**config.mk**
```make
export PLATFORM = sky130hd
export DESIGN_NAME = split_reg_bank
export DESIGN_NICKNAME = d
export VERILOG_FILES = /design/src/rtl/split_reg_bank_pkg.sv /design/src/rtl/split_reg_bank_pulse_bit_timer.sv /design/src/rtl/split_reg_bank.sv
export SDC_FILE = /design/constraint.sdc
export NUM_CORES = 1
export LEC_CHECK = 0
export CORE_UTILIZATION = 40
export DETAILED_ROUTE_END_ITERATION = 6
export PLACE_DENSITY = 0.79
export SETUP_SLACK_MARGIN = 0.15
export SLEW_MARGIN = 10
export SYNTH_ARGS = -nofsm -noshare
export SYNTH_HDL_FRONTEND = slang
export SYNTH_SLANG_ARGS = --single-unit
export TNS_END_PERCENT = 5
```
**constraint.sdc**
```tcl
create_clock -name clk -period 1.2 [get_ports clk]
set_input_delay 0.24 -clock clk [delete_from_list [all_inputs] [get_ports clk]]
set_output_delay 0.24 -clock clk [all_outputs]
set_load 0.02 [all_outputs]
```
**src/rtl/split_reg_bank_pkg.sv**
```systemverilog
// split_pkg: shared definitions for split_reg_bank.
//   - wr_mode encodings (LOAD / SET / CLEAR / TOGGLE)
//   - pulse-bit state type
//   - next_bit(): per-bit write result from (current bit, field bit, mode)
package split_pkg;

  localparam logic [1:0] MODE_LOAD   = 2'b00;
  localparam logic [1:0] MODE_SET    = 2'b01;
  localparam logic [1:0] MODE_CLEAR  = 2'b10;
  localparam logic [1:0] MODE_TOGGLE = 2'b11;

  typedef enum logic {
    PB_IDLE   = 1'b0,
    PB_ACTIVE = 1'b1
  } pb_state_t;

  // Value a bit takes after a write of field bit f in the given mode.
  function automatic logic next_bit(input logic q, input logic f, input logic [1:0] mode);
    logic r;
    r = q;
    case (mode)
      MODE_LOAD:   r = f;
      MODE_SET:    r = q | f;
      MODE_CLEAR:  r = q & ~f;
      MODE_TOGGLE: r = q ^ f;
      default:     r = q;
    endcase
    return r;
  endfunction

endpackage

```
**src/rtl/split_reg_bank_pulse_bit_timer.sv**
```systemverilog
// pulse_bit_timer: one self-clearing strobe bit.
//   clk, rst  : clock, synchronous active-high reset
//   set_req   : start or retrigger the strobe (bit high, counter reloads)
//   clr_req   : cancel the strobe immediately (bit low, counter zero)
//   bit_q     : registered strobe output, high for exactly PULSE_LEN cycles
//   active    : bit high or counter non-zero
module pulse_bit_timer
  import split_pkg::*;
#(
  parameter int PULSE_LEN = 4
) (
  input  logic clk,
  input  logic rst,
  input  logic set_req,
  input  logic clr_req,
  output logic bit_q,
  output logic active
);

  localparam int CW = $clog2(PULSE_LEN + 1);
  localparam logic [CW-1:0] RELOAD = CW'(PULSE_LEN - 1);

  pb_state_t     state;
  logic [CW-1:0] cnt;

  // A write always takes priority over expiry; cancel beats start (they are
  // mutually exclusive from the top level anyway).
  always_ff @(posedge clk) begin
    if (rst) begin
      state <= PB_IDLE;
      cnt   <= '0;
    end else if (clr_req) begin
      state <= PB_IDLE;
      cnt   <= '0;
    end else if (set_req) begin
      state <= PB_ACTIVE;
      cnt   <= RELOAD;
    end else if (state == PB_ACTIVE) begin
      // Counter runs PULSE_LEN-1 .. 0; the bit drops on the edge after 0.
      if (cnt == '0) state <= PB_IDLE;
      else           cnt   <= cnt - 1'b1;
    end
  end

  assign bit_q  = (state == PB_ACTIVE);
  assign active = bit_q | (cnt != '0);

endmodule

```
**src/rtl/split_reg_bank.sv**
```systemverilog
// split_reg_bank: CPU-writable bank of NUM_OUT control bits taken from
// wr_data[LSB+NUM_OUT-1:LSB], with LOAD/SET/CLEAR/TOGGLE writes and optional
// self-clearing strobe bits (PULSE_MASK).
//   clk, rst  : clock, synchronous active-high reset
//   wr_en     : write strobe, one write per cycle
//   wr_mode   : 00 LOAD, 01 SET, 10 CLEAR, 11 TOGGLE
//   wr_data   : write word; bits outside the field are ignored
//   out_bits  : registered output bits
//   rd_data   : out_bits at their field position, zero elsewhere
//   busy      : registered; high while any strobe is in flight
module split_reg_bank
  import split_pkg::*;
#(
  parameter int                   DATA_W     = 32,
  parameter int                   NUM_OUT    = 17,
  parameter int                   LSB        = 0,
  parameter logic [NUM_OUT-1:0]   RESET_VAL  = '0,
  parameter logic [NUM_OUT-1:0]   PULSE_MASK = '0,
  parameter int                   PULSE_LEN  = 4
) (
  input  logic              clk,
  input  logic              rst,
  input  logic              wr_en,
  input  logic [1:0]        wr_mode,
  input  logic [DATA_W-1:0] wr_data,
  output logic [NUM_OUT-1:0] out_bits,
  output logic [DATA_W-1:0] rd_data,
  output logic              busy
);

  if (LSB + NUM_OUT > DATA_W || NUM_OUT < 1) begin : g_bad_field
    $error("split_reg_bank: field LSB+NUM_OUT exceeds DATA_W");
  end
  if (PULSE_LEN < 1) begin : g_bad_len
    $error("split_reg_bank: PULSE_LEN must be >= 1");
  end

  localparam logic [DATA_W-1:0] FIELD = DATA_W'({NUM_OUT{1'b1}}) << LSB;

  logic [NUM_OUT-1:0] active;

  for (genvar i = 0; i < NUM_OUT; i++) begin : g_bit
    logic f;
    logic wr_res;
    assign f      = wr_data[LSB+i];
    assign wr_res = next_bit(out_bits[i], f, wr_mode);

    if (PULSE_MASK[i]) begin : g_pulse
      logic set_req, clr_req;
      // Result 1 with f=1 is LOAD/SET of a 1 or TOGGLE of a low bit: start or
      // retrigger. Result 0 on a high bit is a cancel; on a low bit it is a
      // harmless no-op since the counter is already zero.
      assign set_req = wr_en & wr_res & f;
      assign clr_req = wr_en & ~wr_res;

      pulse_bit_timer #(.PULSE_LEN(PULSE_LEN)) u_tmr (
        .clk    (clk),
        .rst    (rst),
        .set_req(set_req),
        .clr_req(clr_req),
        .bit_q  (out_bits[i]),
        .active (active[i])
      );
    end else begin : g_plain
      logic q;
      always_ff @(posedge clk) begin
        if (rst)        q <= RESET_VAL[i];
        else if (wr_en) q <= wr_res;
      end
      assign out_bits[i] = q;
      assign active[i]   = 1'b0;
    end
  end

  // Samples the registered strobe state, so it trails the strobes by a cycle.
  always_ff @(posedge clk) begin
    if (rst) busy <= 1'b0;
    else     busy <= |active;
  end

  assign rd_data = DATA_W'(out_bits) << LSB;

  // Out-of-field write bits are deliberately ignored.
  logic unused_data;
  assign unused_data = ^(wr_data & ~FIELD);

endmodule
```
Yosys cells after proc, flatten, opt, wreduce, memory -nomap -nowiden:

Cells that the tools add are included.

* bits of input ports: 37
* register bits after elaboration: 17

* bitwise logic cells: 68
* mux-type cells: 17
* eq/ne operators: 3
* reductions and logical operators: 1

Operators by type and width (number)
* one-hot mux 1 bit (4 select lines): 17
* bitwise AND 1 bit: 17
* inverter 1 bit: 17
* OR 1 bit: 17
* bitwise XOR 1 bit: 17
* == test 2 bit, second input constant: 2
* == test 2 x 1 -> 1 bit, second input constant: 1
* logical NOT 2 bit: 1

Depth between registers and ports, before layout:

* depth in word-level cells: 3
* depth in mapped cells: 6

Least setup slack after synthesis:

No wires, ideal clock.

* kind: flip-flop to flip-flop
* start point: reg g_bit[8].g_plain.q
* end point: reg g_bit[8].g_plain.q
* data arrival time: 1.051 ns
* slack: 0.018 ns
* period minus slack after synthesis: 1.182 ns
* library setup time: 0.131 ns
* cell stages (with the launch flop): 6
* path through: dfxtp_1 -> inv_1 -> ha_1 -> mux2_2 -> nand3_1 -> o311ai_1

* word-level cells in the longest chain between the ends: 2
* elaborated cells between the ends (all ways): 4
* classes of those cells: mux: 1; bitwise: 3

RTL lines
* from (decl): RTL line split_reg_bank.sv:65 `logic q;`
* from (signal assigned): RTL line split_reg_bank.sv:67 `if (rst) q <= RESET_VAL[i];`
* from (signal assigned): RTL line split_reg_bank.sv:68 `else if (wr_en) q <= wr_res;`
* bitwise XOR 1 bit (tied with other cells): RTL line split_reg_bank_pkg.sv:25 `MODE_TOGGLE: r = q ^ f;`
* one-hot mux 1 bit (4 select lines) *: RTL line split_reg_bank_pkg.sv:21 `case (mode)`

Every way passes the cells marked *; elsewhere a longest branch is shown, timed or not.
A chain may end at the register's enable or synchronous reset.

Worst setup path after layout:

* start point: reg g_bit[10].g_plain.q
* end point: reg g_bit[10].g_plain.q

* word-level cells in the longest chain between the ends: 2
* elaborated cells between the ends (all ways): 4
* classes of those cells: mux: 1; bitwise: 3

RTL lines (RTL line)
* from (decl): split_reg_bank.sv:65
* from (signal assigned): split_reg_bank.sv:67
* from (signal assigned): split_reg_bank.sv:68
* bitwise XOR 1 bit (tied with other cells): split_reg_bank_pkg.sv:25
* one-hot mux 1 bit (4 select lines) *: split_reg_bank_pkg.sv:21

Marked as above.

==> Flow_metrics.wiki <==
{| class="wikitable"
! Metric !! Value
|-
| Result of the run || finished clean
|-
| Leading cell types by count after synthesis || buf_4 (51), inv_1 (35), ha_1 (34)
|-
| Cts bufs inserted || 3
|-
| Vias per std cell || 4.66
|-
| Sink count of the clock tree || 17
|-
| Share of cells above drive strength 1 || 0.544
|-
| Sum of buffers and inverters on the critical path || 1
|-
| Proportion of synthesized chip area in sequential cells || 0.163
|-
| Vias in the first global route || 1526
|-
| Routed WL per cell || 12.1 um
|-
| Switch Pwr || 808 uW
|-
| Area growth from synthesis to layout || 37.4%
|-
| Power per unit of standard cell area || 748 nW/um^2
|-
| Part of the total power dissipated in the clock network || 0.203
|-
| Violation count after the first detailed-routing iteration || 35
|-
| Lkg Pwr || 1.37 nW
|-
| Detailed Routing Iterations Pass 1 || 4
|-
| Critical path endpoint category || register
|-
| Quantity of I/O buffers inserted on ports || 55
|-
| Clk Latency, worst-skew pair || between 200 and 300 ps
|-
| Number of antenna-violating nets in the routed design || 0
|-
| Cell family with most CP delay || flip-flops
|-
| RSZ-0062 raised after global routing || yes
|-
| Crit Path Max Fanout || 4
|-
| Total Nets Final || 359
|-
| Hold WC Path Type || in -> reg
|-
| Cell variety after synth || 22
|-
| Post-synth top area cell || ha_1
|-
| Number of synthesized flops with an enable pin || 0
|-
| YS warnings || 0
|-
| Fraction of synthesis flops using an asynchronous set or reset pin || 0
|-
| Post-route setup slack || 48.5 ps
|-
| Synth Area per Inst || 8.68 um^2
|-
| Gr ovfl total || 0
|-
| Ant diodes || 0
|-
| Fmax || 868 MHz
|-
| Number of max-slew violations in the final report || 0
|-
| Final Routed Wirelength || about 4300 um
|-
| Share of total power in combinational logic || 0.482
|-
| Overall global routing resource usage || 0.158
|-
| Number of buffers inserted for hold repair after clock tree synthesis || 0
|-
| Kind of critical path || reg -> reg
|-
| Pin count of the biggest net entering global routing || 24
|-
| Cell count after synthesis || 241
|-
| Number of synthesized register bits || 17
|-
| Max reg flops || 17
|-
| Reg-to-reg setup timing slack || 50 ps
|-
| Biggest regs || g_bit.g_plain.q (17)
|-
| R2r worst-path depth || 5
|-
| CTS max path bufs || 2
|-
| Max H-tree Level || 1
|-
| Dpl cells || around 340
|-
| Number of placed I/O pins || 87
|-
| Initial standard-cell utilization of the core || 0.429
|-
| DRC || 0
|-
| TritonCTS clock tree || built
|-
| Number of maximum-capacitance constraint violations || 0
|-
| Placed instance area || ~2600 um^2
|-
| Total via count after detailed routing || 1648
|-
| Final HPWL from detailed placement || between 3000 and 4000 um
|-
| Wire length of the first global-routing pass || between 6000 and 7000 um
|-
| Place WS || -391 ps
|-
| Layout Skew || 0 ps
|-
| Data arrival, critical path || 1280 ps
|-
| Horizontal die dimension || 74.3 um
|-
| Pint || 1.34 mW
|-
| Chip Height || about 74 um
|-
| Crit-path cells || inv_4 -> ha_4 -> mux2_4 -> nand3_2 -> o311ai_2
|-
| Share of total power consumed by net switching || 0.376
|-
| Final min period || roughly 1200 ps
|-
| Area of the die || ~5500 um^2
|-
| Top cells by area, synth || ha_1 (20%), buf_4 (18%), dfxtp_1 (16%)
|-
| Final-report setup violation count || 0
|-
| Startpoint kind of the worst setup timing path || register
|-
| Total negative slack || 0 ps
|-
| Maximum cell stage delay along the critical path || 380 ps
|-
| Register containing the most flip-flops in the final layout || g_bit.g_plain.q
|-
| Number of instances on the worst hold path || 3
|-
| Clk pin slew, worst setup/hold paths || 70 ps
|-
| Proportion of netlist area held by the largest area contributor || 0.203
|-
| CP Depth || 5
|-
| Worst hold slack || 482 ps
|-
| Critical path's slowest cell || dfxtp_4
|-
| IR Drop Worst-Case VDD || 0.339 mV
|-
| Most used standard cell by instance count after synthesis || buf_4
|-
| Core Rows || 25
|-
| Root Buffer Master || clkbuf_8
|-
| Final std cell area, no fill || about 2900 um^2
|-
| Number of antenna violations at the first check in global routing || 0
|-
| Floorplan Core Area || about 4900 um^2
|-
| Seq pwr share || 0.315
|-
| Non-filler instance count after layout || 354
|-
| Final Hold Viols || 0
|-
| Area of the mapped netlist || between 2000 and 2500 um^2
|-
| Crit share post-route || 0.960
|-
| Required time of the worst setup path || 1330 ps
|-
| Dominant register cell in the synthesized netlist || dfxtp_1
|-
| Placer's final routability congestion estimate || 0.665
|}
==> path summary, 6_finish.rpt <==
check	startpoint	endpoint
setup / recovery	g_bit[10].g_plain.q$_SDFFE_PP0P_	g_bit[10].g_plain.q$_SDFFE_PP0P_
hold / removal	wr_data[4]	g_bit[4].g_plain.q$_SDFFE_PP0P_
setup reg to reg	g_bit[10].g_plain.q$_SDFFE_PP0P_	g_bit[10].g_plain.q$_SDFFE_PP0P_
hold reg to reg	g_bit[3].g_plain.q$_SDFFE_PP0P_	g_bit[3].g_plain.q$_SDFFE_PP0P_
==> cell families (layout without fill, tap and decap cells) <==
family	count (synthesis)	after routing	synth area share
adders and majority gates	34	34	0.203
buffers and inverters	99	130	0.306
DFF	17	17	0.163
and+or+nand+nor	25	25	0.0610
AOI/OAI and AO/OA	48	48	0.182
muxes	17	17	0.0831
other	1	16	0.00179
==> power by group through the flow <==
stage / logic, mW / clock network (mW) / registers [mW]
3_3_place_gp: 0.910 / 0 / 0.674
5_1_grt: 1.14 / 0.479 / 0.687
6_report: 1.04 / 0.437 / 0.678
4_1_cts: 0.943 / 0.446 / 0.673
3_5_place_dp: 0.941 / 0 / 0.677
2_1_floorplan: 0.713 / 0 / 0.671
==> worst min-delay path, cell delays in order <==
cell and delay [ps]:
dlygate4sd2_1 250, o21ai_2 150, a221oi_2 50
==> per-stage QoR <==
stage | util | total power [mW]
5_1_grt | 0.589 | 2.30
3_5_place_dp | 0.531 | 1.62
3_3_place_gp | 0.531 | 1.58
2_1_floorplan | - | 1.38
4_1_cts | 0.564 | 2.06
6_report | 0.589 | 2.15
==> placed cells by master, fill, tap and decap left out, types with 4 or more instances in the layout <==
cell type and n:
mux2i_1 8, dfxtp_4 8, ha_4 15, conb_1 16
buf_2 14, dfxtp_2 9, inv_1 16, dlygate4sd2_1 19
buf_4 42, inv_2 10, ha_1 18, buf_12 6
buf_6 6, nand2_1 13, o21ai_0 24, nor2b_1 6
a221oi_2 12, inv_4 9, mux2i_2 4
==> routing by layer <==
layer	routed length, um	track usage
met2	2160	0.295
met5	0	0
met4	21	0.0419
met3	164	0.0244
met1	1930	0.186
==> cell type report <==
class	instances	area (um^2)
fillers	460	2010
multi-input cells	140	1440
repair buffers	91	764
flip-flops and latches	17	382
clock buffers	3	41.3
inverters	35	154
well taps	67	83.8
clock inverters	1	5.00
==> timing repair <==
action | 4_1_cts | 5_1_grt
cloned | 0 | 0
hold endpoints to repair | 0 | 0
buffers inserted | 12 | 0
gates resized for setup | 150 | 103
pin swaps | 20 | 23
setup endpoints to repair | 51 | 51
(Power assumes the default switching activity.)
